<file path="src/rtl/dfd_dst_vlt_decoder.sv">
// Receive-side decoder for DST VLT packets: rebuilds XOR-compressed, byte-sparse samples and timestamps.
// Optional statistics counters are enabled by defining DFD_DST_VLT_DECODER_STATS_EN.
module dfd_dst_vlt_decoder #(
  parameter int unsigned DEBUG_SIGNAL_WIDTH = 64,
  parameter int unsigned BE_WIDTH           = DEBUG_SIGNAL_WIDTH / 8,
  parameter int unsigned SRC_ID_WIDTH       = 4
) (
  input  logic                          clk,
  input  logic                          reset_n,
  input  logic                          cfg_xor_en,
  input  logic                          in_valid,
  output logic                          in_ready,
  input  logic [7:0]                    in_byte,
  output logic                          out_valid,
  input  logic                          out_ready,
  output logic [DEBUG_SIGNAL_WIDTH-1:0] out_data,
  output logic [SRC_ID_WIDTH-1:0]       out_source_id,
  output logic                          out_packet_lost,
  output logic [1:0]                    out_trace_info,
  output logic                          ts_valid,
  output logic [63:0]                   ts_value,
  output logic                          err_pulse
`ifdef DFD_DST_VLT_DECODER_STATS_EN
  ,
  output logic [31:0]                   stat_data_pkts,
  output logic [31:0]                   stat_lost_pkts,
  output logic [15:0]                   stat_err_cnt
`endif
);

  typedef enum logic [2:0] {HDR0, HDR1, PAYLOAD, OUT, SUP1, TS} state_e;

  state_e                          state_q, state_d;
  logic [SRC_ID_WIDTH-1:0]         src_q, out_src_q;
  logic                            lost_q, out_lost_q;
  logic [1:0]                      tinfo_q, out_tinfo_q;
  logic                            xor_q;
  logic [BE_WIDTH-1:0]             be_rem_q;
  logic [DEBUG_SIGNAL_WIDTH-1:0]   delta_q, ref_q, out_data_q;
  logic                            out_valid_q;
  logic [63:0]                     ts_shift_q, ts_value_q;
  logic [2:0]                      ts_cnt_q;
  logic                            ts_valid_q, err_q;

  logic                            xfer, err_d;
  logic [BE_WIDTH-1:0]             lowest, rem_nx;
  logic [DEBUG_SIGNAL_WIDTH-1:0]   delta_nx, base;

  assign xfer = in_valid && in_ready;

  // be_rem_q holds the lanes still to be filled; each byte lands in the lowest one left.
  always_comb begin
    lowest   = be_rem_q & (~be_rem_q + BE_WIDTH'(1));
    rem_nx   = be_rem_q & ~lowest;
    delta_nx = delta_q;
    for (int unsigned i = 0; i < BE_WIDTH; i++) begin
      if (lowest[i]) delta_nx[8*i +: 8] = in_byte;
    end
    base = ((tinfo_q != 2'b00) || !xor_q) ? '0 : ref_q;
  end

  always_ff @(posedge clk or negedge reset_n) begin
    if (!reset_n) state_q <= HDR0;
    else          state_q <= state_d;
  end

  always_comb begin
    state_d  = state_q;
    err_d    = 1'b0;
    in_ready = (state_q != OUT);
    case (state_q)
      HDR0: if (xfer) begin
        if (!in_byte[7])     state_d = HDR1;
        else if (in_byte[0]) state_d = HDR0;
        else if (in_byte[1]) state_d = SUP1;
        else                 err_d   = 1'b1;
      end
      HDR1: if (xfer) begin
        if (BE_WIDTH'(in_byte) == '0) begin
          err_d   = 1'b1;
          state_d = HDR0;
        end else begin
          state_d = PAYLOAD;
        end
      end
      PAYLOAD: if (xfer && (rem_nx == '0)) state_d = OUT;
      OUT:     if (out_ready) state_d = HDR0;
      SUP1: if (xfer) begin
        if (in_byte[7:4] == 4'h1) state_d = TS;
        else begin
          err_d   = 1'b1;
          state_d = HDR0;
        end
      end
      TS:      if (xfer && (ts_cnt_q == 3'd7)) state_d = HDR0;
      default: state_d = HDR0;
    endcase
  end

  always_ff @(posedge clk or negedge reset_n) begin
    if (!reset_n) begin
      src_q       <= '0;
      lost_q      <= 1'b0;
      tinfo_q     <= '0;
      xor_q       <= 1'b0;
      be_rem_q    <= '0;
      delta_q     <= '0;
      ref_q       <= '0;
      out_valid_q <= 1'b0;
      out_data_q  <= '0;
      out_src_q   <= '0;
      out_lost_q  <= 1'b0;
      out_tinfo_q <= '0;
      ts_shift_q  <= '0;
      ts_value_q  <= '0;
      ts_cnt_q    <= '0;
      ts_valid_q  <= 1'b0;
      err_q       <= 1'b0;
    end else begin
      err_q      <= err_d;
      ts_valid_q <= 1'b0;
      if (state_q == HDR0 && xfer && !in_byte[7]) begin
        src_q   <= SRC_ID_WIDTH'(in_byte[6:3]);
        lost_q  <= in_byte[2];
        tinfo_q <= in_byte[1:0];
      end
      if (state_q == HDR1 && xfer) begin
        be_rem_q <= BE_WIDTH'(in_byte);
        delta_q  <= '0;
        xor_q    <= cfg_xor_en;
      end
      if (state_q == PAYLOAD && xfer) begin
        delta_q  <= delta_nx;
        be_rem_q <= rem_nx;
        if (rem_nx == '0) begin
          out_valid_q <= 1'b1;
          out_data_q  <= base ^ delta_nx;
          out_src_q   <= src_q;
          out_lost_q  <= lost_q;
          out_tinfo_q <= tinfo_q;
        end
      end
      if (state_q == OUT && out_ready) begin
        out_valid_q <= 1'b0;
        ref_q       <= out_data_q;
      end
      if (state_q == SUP1 && xfer) ts_cnt_q <= '0;
      if (state_q == TS && xfer) begin
        ts_shift_q <= {in_byte, ts_shift_q[63:8]};
        ts_cnt_q   <= ts_cnt_q + 3'd1;
        if (ts_cnt_q == 3'd7) begin
          ts_valid_q <= 1'b1;
          ts_value_q <= {in_byte, ts_shift_q[63:8]};
        end
      end
    end
  end

  assign out_valid       = out_valid_q;
  assign out_data        = out_data_q;
  assign out_source_id   = out_src_q;
  assign out_packet_lost = out_lost_q;
  assign out_trace_info  = out_tinfo_q;
  assign ts_valid        = ts_valid_q;
  assign ts_value        = ts_value_q;
  assign err_pulse       = err_q;

`ifdef DFD_DST_VLT_DECODER_STATS_EN
  logic [31:0] data_cnt_q, lost_cnt_q;
  logic [15:0] err_cnt_q;

  always_ff @(posedge clk or negedge reset_n) begin
    if (!reset_n) begin
      data_cnt_q <= '0;
      lost_cnt_q <= '0;
      err_cnt_q  <= '0;
    end else begin
      if (state_q == OUT && out_ready) begin
        if (data_cnt_q != '1)               data_cnt_q <= data_cnt_q + 32'd1;
        if (out_lost_q && lost_cnt_q != '1) lost_cnt_q <= lost_cnt_q + 32'd1;
      end
      if (err_q && err_cnt_q != '1) err_cnt_q <= err_cnt_q + 16'd1;
    end
  end

  assign stat_data_pkts = data_cnt_q;
  assign stat_lost_pkts = lost_cnt_q;
  assign stat_err_cnt   = err_cnt_q;
`endif

endmodule

</file>
<file path="config.mk">
export PLATFORM = sky130hd
export DESIGN_NAME = dfd_dst_vlt_decoder
export DESIGN_NICKNAME = d
export VERILOG_FILES = /design/src/rtl/dfd_dst_vlt_decoder.sv
export SDC_FILE = /design/constraint.sdc
export NUM_CORES = 1
export LEC_CHECK = 0
export ABC_AREA = 0
export BUFFER_PORTS_ARGS = -buffer_cell sky130_fd_sc_hd__buf_2
export CAP_MARGIN = 0
export CORE_MARGIN = 4
export CORE_UTILIZATION = 55
export CTS_BUF_LIST = sky130_fd_sc_hd__clkbuf_2 sky130_fd_sc_hd__clkbuf_4 sky130_fd_sc_hd__clkbuf_8
export CTS_CLUSTER_DIAMETER = 200
export DETAILED_ROUTE_END_ITERATION = 10
export HOLD_SLACK_MARGIN = 0.15
export PLACE_DENSITY = 0.78
export SLEW_MARGIN = 20
export SYNTH_ARGS = -nofsm -noshare
export SYNTH_HDL_FRONTEND = slang
export SYNTH_SLANG_ARGS = --single-unit
</file>
<file path="constraint.sdc">
create_clock -name clk -period 2 [get_ports clk]
set_clock_uncertainty 0.15 [all_clocks]
set_input_delay 0.2 -clock clk [delete_from_list [all_inputs] [get_ports clk]]
set_output_delay 0.2 -clock clk [all_outputs]
set_load 0.05 [all_outputs]
</file>
==> results of run 1 <==
metal layers:
metal	GRT usage (%)	vias up	part of all wire, %
met3	4.21	86	5.2
met5	0	-	0
met1	32.4	5147	43
met2	38.6	273	48
met4	8.30	0	3.4
li1	-	4792	-
area by class of cell:
cell class | instances | area (µm²) | area share, %
Inverter | 4 | 15.0 | 0.0850
Clock buffer | 82 | 1030 | 5.86
Multi-Input combinational cell | 864 | 5760 | 32.6
Timing Repair Buffer | 251 | 1760 | 9.97
Clock inverter | 12 | 70.1 | 0.397
Tap cell | 335 | 419 | 2.37
Sequential cell | 344 | 8610 | 48.7
cells in the final DEF, fill, tap and decap left out, types with 3 or more instances in the layout:
cell             n
nand2_2         12
dfrtp_1        342
mux2i_1         60
nor2_1          10
buf_2          149
mux2i_2          4
o21ai_1         59
nand3_1          4
nor3_1           5
clkinv_2         8
mux2_2         135
nor2_2           4
inv_1            4
buf_6            8
clkbuf_4        16
nand2_1        364
nand2b_1         4
nor2b_1          3
mux2_4           7
buf_4           65
buf_12          13
clkinvlp_4       4
and2_1           3
o21ai_0         46
a22o_1          41
xnor2_1         64
nand3b_1         3
clkbuf_8        67
dlygate4sd3_1   13
logic make-up after synthesis:
group           after synthesis  synth area share, %
compound gates              161                 6.86
fa+ha+maj                     3                0.239
buf+inv                      90                 2.77
flops                       344                 58.8
xor+xnor                     64                 3.83
mux                         206                 15.5
simple gates                430                 12.0
worst min-delay path by stage:
stage	start	endpoint	slack, ps	cells past startpoint
detailed placement	reset_n	out_data[7]	-60	1
finish	cfg_xor_en	xor_q	260	4
floorplan	reset_n	be_rem_q[0]	-250	0
CTS	cfg_xor_en	xor_q	220	4
global placement	reset_n	out_data[7]	-70	1
global route	cfg_xor_en	xor_q	260	4
state kept, by name, summed over array words and instances (netlist names), 2 cells and up:
register,count
ref_q,64
be_rem_q,8
ts_value,64
ts_shift_q,56
out_data,64
delta_q,64
tinfo_q,2
out_trace_info,2
ts_cnt_q,3
src_q,4
out_source_id,4
state_q,3
power groups by stage:
| stage | logic, mW | registers, mW | clock network, mW |
|---|---|---|---|
| global route | 8.05 | 9.61 | 6.45 |
| global placement | 6.92 | 9.40 | 0 |
| CTS | 7.27 | 9.40 | 6.12 |
| finish | 7.47 | 9.42 | 6.00 |
| detailed placement | 7.10 | 9.49 | 0 |
| floorplan | 3.40 | 11.0 | 0 |
metrics by stage:
stage / util, % / cells / total power [mW] / area (µm²)
finish: 67.6 / 1892 / 22.9 / 17700
global route: 67.6 / 1892 / 24.1 / 17700
CTS: 66.9 / 1886 / 22.8 / 17500
detailed placement: 61.8 / 1773 / 16.6 / 16200
global placement: 61.8 / 1773 / 16.3 / 16200
floorplan: - / 1298 / 14.4 / 14700
worst max-delay path, cell delays in order, from the launching register on:
cell     delay (ps)
dfrtp_2         400
or4_4           590
nor4_4          240
o31ai_4         140
buf_12          190
mux2_4          300
repair_timing:
action / in CTS / in global routing
pin swaps: 1 / 6
cloned: 1 / 1
hold endpoints to repair: 457 / 0
hold buffers: 14 / 0
setup endpoints to repair: 98 / 130
buffers inserted: 4 / 5
gates resized for setup: 19 / 52
==> impl_metrics.json, run 1 <==
{
  "netlist_top_cells_count": "nand2_1, dfrtp_1, mux2_2",
  "grt_pass1_wl_mm": 56.0,
  "grt_max_degree": 85,
  "setup_viol": 84,
  "wl_per_cell_um": 18.1,
  "p_comb_share_pct": 32.6,
  "grt-ovfl-total": 0,
  "dpl.hpwl_mm": 21.3,
  "swShare_pct": 36.7,
  "min_path_type": "input pin to flip-flop",
  "holdWs_ps": 257,
  "htreeDepth": 2,
  "p_leak_nw": 9.19,
  "endpoint_kind": "flip-flop",
  "cts.sinks": 344,
  "track_usage_pct": 23.7,
  "rr_endpoint": "out_packet_lost",
  "slew_headroom_pct": 56.9,
  "r2r_setup_slack_ps": -130,
  "vias": 10300,
  "worstSetupPathType": "flip-flop to flip-flop",
  "reg2reg_depth": 5,
  "p_int_mw": 14.5,
  "final.setup.tns_ps": -7330,
  "synth_top_cells_by_area": "dfrtp_1, mux2_2, nand2_1, mux2i_1, xnor2_1",
  "fp.dieH_um": 171,
  "synth_fp_nets": 1313,
  "start_kind": "flip-flop",
  "max-cap-violations": 0,
  "firstDrtPassIters": 5,
  "clock_latency_ps": 590,
  "endpoint": "out_packet_lost",
  "drive_above_1_share_pct": 33.2,
  "synth_top_area_share_pct": 58.8,
  "port_buffers": 151,
  "first_global_vias": 10700,
  "outcome": "finished, violations left",
  "timing.fmax_mhz": 469,
  "syn_inst": 1298,
  "cts-buffers-inserted": 55,
  "rr_startpoint": "be_rem_q[1]",
  "period_needed_ps": 2130,
  "power_density_nw_per_um2": 1300,
  "gp_congestion": 0.841,
  "die_area_um2": 29300,
  "pre_cts_ws_ps": -139,
  "ys_ff_latch": 344,
  "p_sw_mw": 8.40,
  "fin_crit_sh_pct": 107,
  "slew_violations": 0,
  "syn_avg_cell_area_um2": 11.3,
  "drt-total-wl_mm": 34.2,
  "synthArstFlopShare_pct": 100,
  "die_width_um": 171,
  "peakVddDrop_uv": 812,
  "crit_path_start": "be_rem_q[1]",
  "grt_antenna_before_repair": 0,
  "fillCellCount": 1921,
  "worst_slack_ps": -133,
  "cts-root-buf": "clkbuf_8",
  "diodes": 0,
  "netlist_area_um2": 14600,
  "pwr-share-seq_pct": 41.1,
  "synth_edf_count": 0,
  "clkPwrFrac_pct": 26.2,
  "max_slew.worst_pin.slew_ps": 647,
  "cp_data_required_time_ps": 2310,
  "finalHoldViolations": 0,
  "path_clk_slew_ps": 60,
  "ys.warnings.count": 0,
  "coreArea_um2": 26100,
  "synthMostInstantiatedCell": "nand2_1",
  "cts_tree": "yes",
  "ant_nets": 0,
  "cts_buffer_depth": 3,
  "nets": 1535,
  "worstPathMaxFanout": 12,
  "synth.distinct_cells": 42,
  "ys_seq_area_share_pct": 58.8,
  "rows": 59,
  "drt_iter0_drc": 698,
  "violations": "negative setup slack",
  "drc_errors": 0,
  "vias_per_cell": 5.44,
  "initial_core_util_pct": 56.0,
  "yosysTopAreaCell": "dfrtp_1",
  "ios": 152,
  "ys.flop_type": "dfrtp_1",
  "syn2layout_area_growth_pct": 20.7,
  "arrival_ps": 2440,
  "rsz0062_at_grt": "yes"
}
(Power assumes the default switching activity.)
==> run 2, diff against run 1 <==
--- a/config.mk
+++ b/config.mk
@@ -8,13 +8,15 @@
 export ABC_AREA = 0
 export BUFFER_PORTS_ARGS = -buffer_cell sky130_fd_sc_hd__buf_2
 export CAP_MARGIN = 0
+export CELL_PAD_IN_SITES_DETAIL_PLACEMENT = 0
+export CELL_PAD_IN_SITES_GLOBAL_PLACEMENT = 1
 export CORE_MARGIN = 4
-export CORE_UTILIZATION = 55
+export CORE_UTILIZATION = 44
 export CTS_BUF_LIST = sky130_fd_sc_hd__clkbuf_2 sky130_fd_sc_hd__clkbuf_4 sky130_fd_sc_hd__clkbuf_8
 export CTS_CLUSTER_DIAMETER = 200
 export DETAILED_ROUTE_END_ITERATION = 10
 export HOLD_SLACK_MARGIN = 0.15
-export PLACE_DENSITY = 0.78
+export PLACE_DENSITY_LB_ADDON = 0.1
 export SLEW_MARGIN = 20
 export SYNTH_ARGS = -nofsm -noshare
 export SYNTH_HDL_FRONTEND = slang
==> run 2 against run 1 <==
- the run still ends with negative setup slack left
- power is 4.7% higher
- maximum frequency is 5.5% lower
- flip-flop and latch count stayed put
- die area is 24% higher
==> impl_metrics.json, run 2 (synthesis results as in run 1) <==
{
  "first_global_vias": 10300,
  "period_needed_ps": 2260,
  "die_width_um": 190,
  "vias": 10200,
  "critPathMaxStageDelay_ps": 510,
  "die_area_um2": 36300,
  "pwr-share-seq_pct": 39.2,
  "vias_per_cell": 4.99,
  "max_slew.worst_pin.slew_ps": 531,
  "swShare_pct": 35.8,
  "reg2reg_depth": 6,
  "drive_above_1_share_pct": 35.7,
  "ant_nets": 0,
  "violations": "negative setup slack",
  "final.setup.tns_ps": -13070,
  "setup_viol": 71,
  "gp_congestion": 0.752,
  "drt_iter0_drc": 496,
  "clock_latency_ps": 590,
  "timing.fmax_mhz": 443,
  "nets": 1566,
  "outcome": "finished, violations left",
  "worst_slack_ps": -259,
  "htreeDepth": 2,
  "grt_pass1_wl_mm": 57.7,
  "rsz0062_at_grt": "yes",
  "rows": 66,
  "p_sw_mw": 8.58,
  "hold_path_end": "xor_q",
  "min-delay-start": "cfg_xor_en",
  "cp_num_buf_inv": 2,
  "fp.dieH_um": 190,
  "worstPathMaxFanout": 20,
  "min_path_type": "input pin to flip-flop",
  "grt_antenna_before_repair": 0,
  "r2r_setup_slack_ps": -260,
  "clkPwrFrac_pct": 28.3,
  "final_cell_mix": "nand2_1, dfrtp_1, buf_2, mux2_2, buf_4",
  "dpl.hpwl_mm": 22.2,
  "drc_errors": 0,
  "coreArea_um2": 32700,
  "path_delay_family": "compound AO/OA/AOI/OAI gates",
  "slew_violations": 0,
  "cts_tree": "yes",
  "min_path_cells": 4,
  "rr_startpoint": "be_rem_q[1]",
  "p_int_mw": 15.4,
  "path_cells": "buf_4 -> a2111oi_0 -> o21a_1 -> o31ai_4 -> buf_12 -> mux2_4",
  "initial_core_util_pct": 44.8,
  "p_comb_share_pct": 32.6,
  "slowest_stage": "a2111oi_0",
  "cts.sinks": 344,
  "cts-buffers-inserted": 59,
  "max-cap-violations": 0,
  "endpoint_kind": "flip-flop",
  "peakVddDrop_uv": 785,
  "syn2layout_area_growth_pct": 26.0,
  "slew_headroom_pct": 63.7,
  "rr_endpoint": "out_source_id[0]",
  "drt-total-wl_mm": 36.0,
  "finalHoldViolations": 0,
  "cts_buffer_depth": 3,
  "fin_crit_sh_pct": 113,
  "utilization_pct": 56.4,
  "power_density_nw_per_um2": 1300,
  "worstSetupPathType": "flip-flop to flip-flop",
  "path_clk_slew_ps": 60,
  "layout_commonest_cell": "nand2_1",
  "grt-ovfl-total": 0,
  "diodes": 0,
  "pre_cts_ws_ps": -209,
  "port_buffers": 151,
  "grt_max_degree": 57,
  "cp_data_required_time_ps": 2310,
  "track_usage_pct": 19.7,
  "p_leak_nw": 9.52,
  "cts-root-buf": "clkbuf_8",
  "firstDrtPassIters": 7,
  "wl_per_cell_um": 17.6,
  "ios": 152,
  "start_kind": "flip-flop",
  "arrival_ps": 2570
}
[run 2: layout make-up]
class,instances,area [µm²]
repair buffers,278,2090
well taps,442,553
fillers,2904,14200
multi-input cells,864,5860
clock buffers,104,1280
clock inverters,6,37.5
inverters,4,15.0
flip-flops and latches,344,8610
[run 2: power groups by stage]
stage	Sequential [mW]	Clock [mW]	Combinational, mW
after floorplan	11.0	0	3.40
after global placement	9.43	0	7.23
after detailed placement	9.47	0	7.32
after CTS	9.37	6.97	7.45
after global routing	9.58	7.34	8.45
final	9.38	6.77	7.81
[run 2: routing by layer]
metal	part of all wire [%]	track usage, %
met5	0	0
met1	48	29.2
met2	46	30.4
met4	1.7	4.61
met3	4.3	3.57
[run 2: how the worst max path moves through the flow]
stage / startpoint / to / slack [ps] / cells past startpoint
floorplan: be_rem_q[0] / out_packet_lost / -130 / 6
global placement: be_rem_q[0] / out_source_id[0] / -130 / 5
detailed placement: be_rem_q[1] / out_valid / -210 / 7
CTS: be_rem_q[0] / out_source_id[0] / -210 / 5
global route: be_rem_q[1] / out_data[46] / -300 / 8
finish: be_rem_q[1] / out_source_id[0] / -260 / 6
[run 2: timing repair]
action,CTS,global route
endpoints found under the setup margin,89,141
cloned,1,7
hold buffers,14,0
pin swaps,0,10
gates resized for setup,17,88
setup buffers,1,13
endpoints found under the hold margin,446,0
[run 2: per-stage QoR]
stage / cells / cell area, µm² / hold slack, ps / total power, mW
after global placement: 1898 / 16500 / -12.9 / 16.7
final: 2042 / 18500 / 228 / 24.0
after floorplan: 1298 / 14700 / -246 / 14.4
after CTS: 2024 / 18100 / 199 / 23.8
after detailed placement: 1898 / 16500 / -14.3 / 16.8
after global routing: 2042 / 18500 / 237 / 25.4
[run 2: tightest hold or removal path, delay by kind of cell]
kind,cells,cell delay (ps)
AND/OR/NAND/NOR,2,100
buffers and inverters,2,640
